--- src/rtl/program_loader_pkg.sv ---
// Shared types and constants for the UART-to-BRAM program loader.
package program_loader_pkg;

  localparam int unsigned BYTE_BITS      = 8;
  localparam int unsigned BYTES_PER_WORD = 4;
  localparam int unsigned BYTE_CNT_BITS  = 2;

  localparam logic [31:0] HALT_WORD_DEFAULT = 32'hFFFF_FFFF;

  typedef enum logic [1:0] {
    ST_IDLE  = 2'd0,
    ST_RECV  = 2'd1,
    ST_WRITE = 2'd2,
    ST_DONE  = 2'd3
  } state_e;

endpackage

--- src/rtl/program_loader_word_assembler.sv ---
// Byte-to-word shift register: packs bytes MSB-first and flags the last byte of a word.
module program_loader_word_assembler
  import program_loader_pkg::*;
#(
  parameter int unsigned DATA_BITS = 32
) (
  input  logic                 clk,
  input  logic                 rst,
  input  logic                 i_clear,
  input  logic                 i_shift,
  input  logic [BYTE_BITS-1:0] i_byte,
  output logic [DATA_BITS-1:0] o_word,
  output logic                 o_word_ready_c
);

  localparam logic [BYTE_CNT_BITS-1:0] LAST_BYTE = BYTE_CNT_BITS'(BYTES_PER_WORD - 1);

  logic [DATA_BITS-1:0]     word_q, word_d;
  logic [BYTE_CNT_BITS-1:0] cnt_q, cnt_d;

  // Shift in accepted bytes; the counter wraps to 0 after the last byte of a word.
  always_comb begin
    word_d = word_q;
    cnt_d  = cnt_q;
    if (i_clear) begin
      cnt_d = '0;
    end else if (i_shift) begin
      word_d = {word_q[DATA_BITS-BYTE_BITS-1:0], i_byte};
      cnt_d  = cnt_q + BYTE_CNT_BITS'(1);
    end
  end

  // Word and byte-count registers.
  always_ff @(posedge clk or posedge rst) begin
    if (rst) begin
      word_q <= '0;
      cnt_q  <= '0;
    end else begin
      word_q <= word_d;
      cnt_q  <= cnt_d;
    end
  end

  assign o_word         = word_q;
  assign o_word_ready_c = i_shift && (cnt_q == LAST_BYTE);

endmodule

--- src/rtl/program_loader.sv ---
// Program loader: assembles UART bytes into words and writes them to BRAM from address 0.
module program_loader
  import program_loader_pkg::*;
#(
  parameter int unsigned          ADDRESS_BITS = 8,
  parameter int unsigned          DATA_BITS    = 32,
  parameter logic [DATA_BITS-1:0] HALT_WORD    = DATA_BITS'(HALT_WORD_DEFAULT)
) (
  input  logic                    clk,
  input  logic                    rst,
  input  logic                    i_enable,
  input  logic                    i_rx_done,
  input  logic [BYTE_BITS-1:0]    i_rx_data,
  output logic                    o_write_enable,
  output logic [ADDRESS_BITS-1:0] o_address,
  output logic [DATA_BITS-1:0]    o_data,
  output logic                    o_done,
  output logic                    o_overflow,
  output logic [ADDRESS_BITS:0]   o_word_count
);

  localparam int unsigned             WC_BITS  = ADDRESS_BITS + 1;
  localparam logic [ADDRESS_BITS-1:0] ADDR_MAX = '1;

  state_e                  state_q, state_d;
  logic [ADDRESS_BITS-1:0] addr_q, addr_d;
  logic [WC_BITS-1:0]      wc_q, wc_d;
  logic                    ovf_q, ovf_d;
  logic                    we_q, we_d;
  logic                    done_q, done_d;

  logic [DATA_BITS-1:0]    asm_word;
  logic                    word_ready_c;
  logic                    write_cont_c;
  logic                    accept_c;
  logic                    clear_c;

  // A byte during WRITE counts only if the load continues into the next word.
  assign write_cont_c = (state_q == ST_WRITE) && i_enable &&
                        (asm_word != HALT_WORD) && (addr_q != ADDR_MAX);
  assign accept_c     = i_rx_done && i_enable && ((state_q == ST_RECV) || write_cont_c);
  assign clear_c      = (state_d == ST_IDLE);

  program_loader_word_assembler #(
    .DATA_BITS (DATA_BITS)
  ) u_asm (
    .clk            (clk),
    .rst            (rst),
    .i_clear        (clear_c),
    .i_shift        (accept_c),
    .i_byte         (i_rx_data),
    .o_word         (asm_word),
    .o_word_ready_c (word_ready_c)
  );

  // Next-state, address, word count and status decode.
  always_comb begin
    state_d = state_q;
    addr_d  = addr_q;
    wc_d    = wc_q;
    ovf_d   = ovf_q;
    unique case (state_q)
      ST_IDLE: begin
        if (i_enable) state_d = ST_RECV;
      end
      ST_RECV: begin
        if (!i_enable)         state_d = ST_IDLE;
        else if (word_ready_c) state_d = ST_WRITE;
      end
      ST_WRITE: begin
        wc_d = wc_q + WC_BITS'(1);
        if (!i_enable) begin
          state_d = ST_IDLE;
        end else if (asm_word == HALT_WORD) begin
          state_d = ST_DONE;
        end else if (addr_q == ADDR_MAX) begin
          state_d = ST_DONE;
          ovf_d   = 1'b1;
        end else begin
          addr_d  = addr_q + ADDRESS_BITS'(1);
          state_d = ST_RECV;
        end
      end
      ST_DONE: begin
        if (!i_enable) state_d = ST_IDLE;
      end
      default: state_d = ST_IDLE;
    endcase
    if (state_d == ST_IDLE) begin
      addr_d = '0;
      wc_d   = '0;
      ovf_d  = 1'b0;
    end
    we_d   = (state_d == ST_WRITE);
    done_d = (state_d == ST_DONE);
  end

  // State and output registers.
  always_ff @(posedge clk or posedge rst) begin
    if (rst) begin
      state_q <= ST_IDLE;
      addr_q  <= '0;
      wc_q    <= '0;
      ovf_q   <= 1'b0;
      we_q    <= 1'b0;
      done_q  <= 1'b0;
    end else begin
      state_q <= state_d;
      addr_q  <= addr_d;
      wc_q    <= wc_d;
      ovf_q   <= ovf_d;
      we_q    <= we_d;
      done_q  <= done_d;
    end
  end

  assign o_write_enable = we_q;
  assign o_address      = addr_q;
  assign o_data         = asm_word;
  assign o_done         = done_q;
  assign o_overflow     = ovf_q;
  assign o_word_count   = wc_q;

endmodule

--- config.mk ---
export PLATFORM = sky130hd
export DESIGN_NAME = program_loader
export DESIGN_NICKNAME = d
export VERILOG_FILES = /design/src/rtl/program_loader_pkg.sv /design/src/rtl/program_loader_word_assembler.sv /design/src/rtl/program_loader.sv
export SDC_FILE = /design/constraint.sdc
export NUM_CORES = 1
export LEC_CHECK = 0
export CAP_MARGIN = 5
export CORE_MARGIN = 2
export CORE_UTILIZATION = 45
export DETAILED_ROUTE_END_ITERATION = 10
export GPL_TIMING_DRIVEN = 0
export PLACE_DENSITY = 0.75
export SLEW_MARGIN = 40
export SYNTH_ARGS = -nofsm -noshare
export SYNTH_HDL_FRONTEND = slang
export SYNTH_SLANG_ARGS = --single-unit
--- constraint.sdc ---
create_clock -name clk -period 5.1 [get_ports clk]
set_clock_uncertainty 0.2 [all_clocks]
set_input_delay 1.02 -clock clk [delete_from_list [all_inputs] [get_ports clk]]
set_output_delay 1.02 -clock clk [all_outputs]
set_load 0.005 [all_outputs]
# --- Word-level counts from Yosys, hierarchy flattened ---
# Index checks and enable logic that the tools add are counted.
# Widths: inputs -> output; s select.
word_totals:
  reg_bits: 56
  input_bits: 12
  output_inout_bits: 52
  word_cells: 62
op_classes:
  n_addsub: 3
  n_eq_ne: 12
  mux: 22
  bitwise_logic: 1
  reduce_logical: 16
op_table:
  columns: ["cell", "n"]
  rows:
  - ["$mux 8", 5]
  - ["$eq 32x32->1 const B", 1]
  - ["$ne 32x32->1 const B", 1]
  - ["$mux 2", 9]
  - ["$mux 9", 2]
  - ["$eq 2x2->1 const B", 5]
  - ["$add 9x1->9 const B", 1]
  - ["$add 8x1->8 const B", 1]
  - ["$eq 8x8->1 const B", 1]
  - ["$ne 8x8->1 const B", 1]
  - ["$pmux 2 s4", 1]
  - ["$reduce_and 4->1", 2]
  - ["$reduce_bool 2->1", 4]
  - ["$logic_and 1x1->1", 6]
  - ["$mux 1", 5]
  - ["$logic_not 2->1", 2]
  - ["$ne 2x2->1 const B", 2]
  - ["$add 2x1->2 const B", 1]
  - ["$eq 2x1->1 const B", 1]
  - ["$reduce_and 2->1", 1]
  - ["$logic_or 1x1->1", 1]
  - ["$not 1->1", 1]

# --- Longest topological paths before layout ---
logic_depth:
  ltp_word: 13
  mapped_depth: 7
  mapped_depth_nobuf: 6

# --- By module ---
# Synthesis repeated with hierarchy kept, for this count alone.
hier_totals:
  cells_unflattened: 209
  hier_area_um2: 2753.9
modules_own_cells:
  columns: ["module", "instances", "cells_per_inst", "area_per_inst_um2", "seq_area_each_um2"]
  rows:
  - ["program_loader_word_assembler", 1, 78, 1450.1, 850.8]
  - ["program_loader", 1, 131, 1303.8, 550.5]

# --- Worst setup path before layout ---
# OpenSTA, ideal clock, no wires.
synth_path:
  path_type: "input to register"
  startpoint: "input i_rx_done"
  endpoint: "register u_asm.word_q[20] (netlist: u_asm.o_word[20])"
  setup_time_ns: 0.127
  arrival_time_ns: 2.002
  required_time_ns: 4.773
  setup_slack_ns: 2.770
  stages: 5
  path_buffers: 1
  cell_sequence: "nand2_1 nor3b_1 a21oi_4 buf_6 mux2_1"
synth_between:
  elab_chain_cells: 9
synth_lines:
  columns: ["element", "line", "rtl"]
  rows:
  - ["from (decl)", "program_loader.sv:12", "input logic i_rx_done,"]
  - ["$logic_and 1x1->1 (*) (2 in a row)", "program_loader.sv:41", "assign accept_c = i_rx_done && i_enable && ((state_q == ST_RECV) || write_cont_c);"]
  - ["$logic_and 1x1->1", "program_loader_word_assembler.sv:45", "assign o_word_ready_c = i_shift && (cnt_q == LAST_BYTE);"]
  - ["$mux 2", "program_loader.sv:68", "else if (word_ready_c) state_d = ST_WRITE;"]
  - ["$mux 2", "program_loader.sv:67", "if (!i_enable) state_d = ST_IDLE;"]
  - ["$pmux 2 s4", "program_loader.sv:62", "unique case (state_q)"]
  - ["$logic_not 2->1", "program_loader.sv:42", "assign clear_c = (state_d == ST_IDLE);"]
  - ["$not 1->1 (no source line)", null, null]
  - ["$reduce_and 2->1 (no source line) (*)", null, null]
  - ["to (signal assigned)", "program_loader_word_assembler.sv:39", "word_q <= word_d;"]
  - ["to (decl)", "program_loader_word_assembler.sv:18", "logic [DATA_BITS-1:0] word_q, word_d;"]
# Every way passes the cells marked *; elsewhere a longest branch is shown, timed or not.
# A chain may end at the register's enable or synchronous reset.

# --- Worst setup path after layout ---
layout_path:
  startpoint: "input i_enable"
  endpoint: "register u_asm.word_q[26] (netlist: u_asm.o_word[26])"
layout_between:
  elab_chain_cells: 12
  elab_cells_between_ends: 16
  classes_between: "6 x mux; 1 x bitwise; 9 x reduce/logical"
layout_lines:
  columns: ["element", "line", "rtl"]
  rows:
  - ["from (decl)", "program_loader.sv:11", "input logic i_enable,"]
  - ["$logic_and 1x1->1 (2 in a row)", "program_loader.sv:39", "assign write_cont_c = (state_q == ST_WRITE) && i_enable &&"]
  - ["$logic_and 1x1->1", "program_loader.sv:40", "(asm_word != HALT_WORD) && (addr_q != ADDR_MAX);"]
  - ["$logic_or 1x1->1", "program_loader.sv:41", null]
  - ["$logic_and 1x1->1", "program_loader.sv:41", null]
  - ["$logic_and 1x1->1", "program_loader_word_assembler.sv:45", null]
  - ["$mux 2", "program_loader.sv:68", null]
  - ["$mux 2", "program_loader.sv:67", null]
  - ["$pmux 2 s4", "program_loader.sv:62", null]
  - ["$logic_not 2->1", "program_loader.sv:42", null]
  - ["$not 1->1 (no source line)", null, null]
  - ["$reduce_and 2->1 (no source line) (*)", null, null]
# Marked as above.

==> metrics.csv <==
metric,value,unit
ys flop type,dfrtp_1,
post-CTS setup buffers,0,
sink count of the clock tree,56,
hold path startpoint,u_asm.cnt_q[0]$_DFFE_PP0P_,
I/O Buffers,63,
DRT antenna net count,0,
Post-synth EDFFs,0,
setup TNS,0,ps
Static Leak,1.423,nW
final setup vio count,0,
Post-Route WL,5.051,mm
Async SR Flop Fraction,1.000,
Sw Ratio,0.2594,
drt drc,0,
core area,5172,um2
# rows,26,
endpoint class of the critical path,flop,
Yosys warnings,0,
# resized after CTS,0,
minimum clock period,2753,ps
"Power, Total",1.227,mW
Yosys top cell area share,0.5708,
number of global-route vias before repair,1832,
clk_lat worst skew,310,ps
Synth area leader,dfrtp_1,
"top cells by area, synth","dfrtp_1, mux2_2, mux2_1",
initial antenna violation count,0,
DRT iter0 DRCs,113,
clock tree buffer depth,2,
number of diodes,0,
TritonCTS clock tree,done,
Max Slew Vio Count,0,
Initial Util,0.4746,
GRT Total Usage,0.1832,
PwrDens,371.4,nW/um2
sequential area share after synthesis,0.5708,
H-tree depth,2,
Setup CP Type,in -> reg,
largest net degree at the start of global routing,39,
Avg Vias per Cell,5.257,
Max-slew headroom,0.6997,
Die W,77.86,um
Syn Inst Count,204,
# hold bufs at CTS,0,
Internal Pwr Total,0.9086,mW
final net count,290,
slew of the pin with the lowest slew margin,450.5,ps
crit start category,input pin,
die area,6062,um2
Die Ht,77.86,um
I/O pins,64,
#FFs+latches synth,56,
fmax,363.2,MHz
hold crit path type,reg -> reg,
Mapped Area,2455,um2
final hold violation count,0,
VDD IR-drop max,238.1,uV
Worst EP required,5090,ps
Mapped Avg Cell Area,12.03,um2
"Clk pin slew, worst setup/hold paths",100,ps
status,finished clean,
Crit. Startpoint,i_enable,
"Max FO, Critical Path",10,
total global routing overflow,0,
Pre-Repair DR Iteration Count,4,
fill count,426,
Avg WL per Cell,14.60,um
count of unique library cells instantiated by Yosys,33,
gpl congestion,0.8906,
CTS buffer count,5,
register share of total power,0.508,
Comb power frac,0.259,
post-layout util,0.6386,
Root Driver,clkbuf_8,
Net Switching,0.3182,mW
Area growth syn-to-layout,34.56,%
arrival time worst endpoint,2750,ps
RSZ-0062 raised after global routing,no,
Synth Net Count,219,
layout cell share with drive strength beyond 1,0.1449,
Max Cap Viol,0,
FF-to-FF Start,o_address[0]$_DFFE_PP0P_,
first-pass GRT wire length,8.804,mm
DPL Wire Length,3.745,mm
Clk pwr share,0.233,
crit share post-route,0.5398,
vias,1819,
[through the flow]
stage	setup slack (ps)	cells	hold slack (ps)	area [um2]
after floorplan	2509	204	252.1	2455
after global placement	1466	337	275.5	3173
after detailed placement	2009	338	287.6	3196
after CTS	2338	346	306.4	3303
after global routing	2219	346	351.7	3303
final	2347	346	305.1	3303
[power by group through the flow]
stage	combinational, mW	sequential, mW	clock, mW
detailed placement	0.321	0.634	0
finish	0.318	0.623	0.286
floorplan	0.0990	0.621	0
CTS	0.323	0.625	0.290
global route	0.343	0.641	0.313
global placement	0.313	0.631	0
[logic make-up after synthesis]
kind of cell,count (synthesis),share of synthesized area
AND/OR/NAND/NOR,77,0.1595
flip-flops,56,0.5708
multiplexers,39,0.1753
buffers and inverters,12,0.02752
AO/OA/AOI/OAI,11,0.03008
XOR/XNOR,6,0.02141
adder cells (fa/ha/maj),3,0.01529
[placed cells by master (no fill, tap or decap), types with 2 or more instances in the layout]
master,Yosys,layout
a21oi_1,5,5
and3_1,2,2
buf_6,3,3
clkbuf_1,3,4
clkbuf_8,0,5
clkdlybuf4s50_1,0,63
dfrtp_1,56,56
ha_1,3,3
inv_1,5,4
mux2_1,8,8
mux2_2,24,24
mux2i_1,7,7
nand2_1,22,22
nand2b_1,3,3
nand3_1,8,8
nand4_1,13,13
nor2_1,11,11
nor3_1,7,7
nor4_1,2,2
o21ai_0,2,2
or3_1,2,2
xor2_1,5,5
[worst paths after layout]
| check | slack [ps] | cells past startpoint | endpoint |
|---|---|---|---|
| min in group asynchronous | 800 | 2 | o_address[5]$_DFFE_PP0P_ |
| max in group asynchronous | 3440 | 3 | u_asm.o_word[9]$_DFFE_PP0P_ |
| min reg2reg | 310 | 1 | u_asm.cnt_q[0]$_DFFE_PP0P_ |
| min | 310 | 1 | u_asm.cnt_q[0]$_DFFE_PP0P_ |
| max | 2350 | 6 | u_asm.o_word[26]$_DFFE_PP0P_ |
| max reg2reg | 2730 | 7 | u_asm.o_word[23]$_DFFE_PP0P_ |
[cells in the mapped netlist (5+ instances only)]
library cell and n:
mux2i_1 7, nor2_1 11, nor3_1 7, nand4_1 13, inv_1 5, xor2_1 5, a21oi_1 5, nand2_1 22
mux2_2 24, mux2_1 8, nand3_1 8, dfrtp_1 56
[flip-flops by register name (all words and copies together), names as in the netlist]
name / count
o_address: 8
o_word_count: 9
o_done: 1
u_asm.o_word: 32
o_overflow: 1
u_asm.cnt_q: 2
state_q: 2
o_write_enable: 1
[worst max-delay path, cell delays in order]
cell             delay (ps)
clkdlybuf4s50_1         570
nand2_1                 110
nor3b_1                 420
a21oi_4                 130
buf_6                   190
mux2_1                  310
[layout make-up]
type / count / area [um2] / share of cell area
multi-input combinational: 136 / 985.9 / 0.2985
buffer: 7 / 48.80 / 0.01477
inverter: 5 / 21.27 / 0.006439
clock buffer: 6 / 72.57 / 0.02197
timing repair buffer: 64 / 650.6 / 0.1970
sequential: 56 / 1401 / 0.4242
clock inverter: 2 / 35.03 / 0.01061
tap: 70 / 87.58 / 0.02652
[per-layer routing]
layer | vias up | track usage | part of all wire
met4 | 0 | 0.04821 | 0.010
met2 | 50 | 0.3009 | 0.49
met3 | 5 | 0.06163 | 0.064
li1 | 865 | - | -
met1 | 899 | 0.2317 | 0.44
met5 | - | 0 | 0
(Power assumes the default switching activity.)
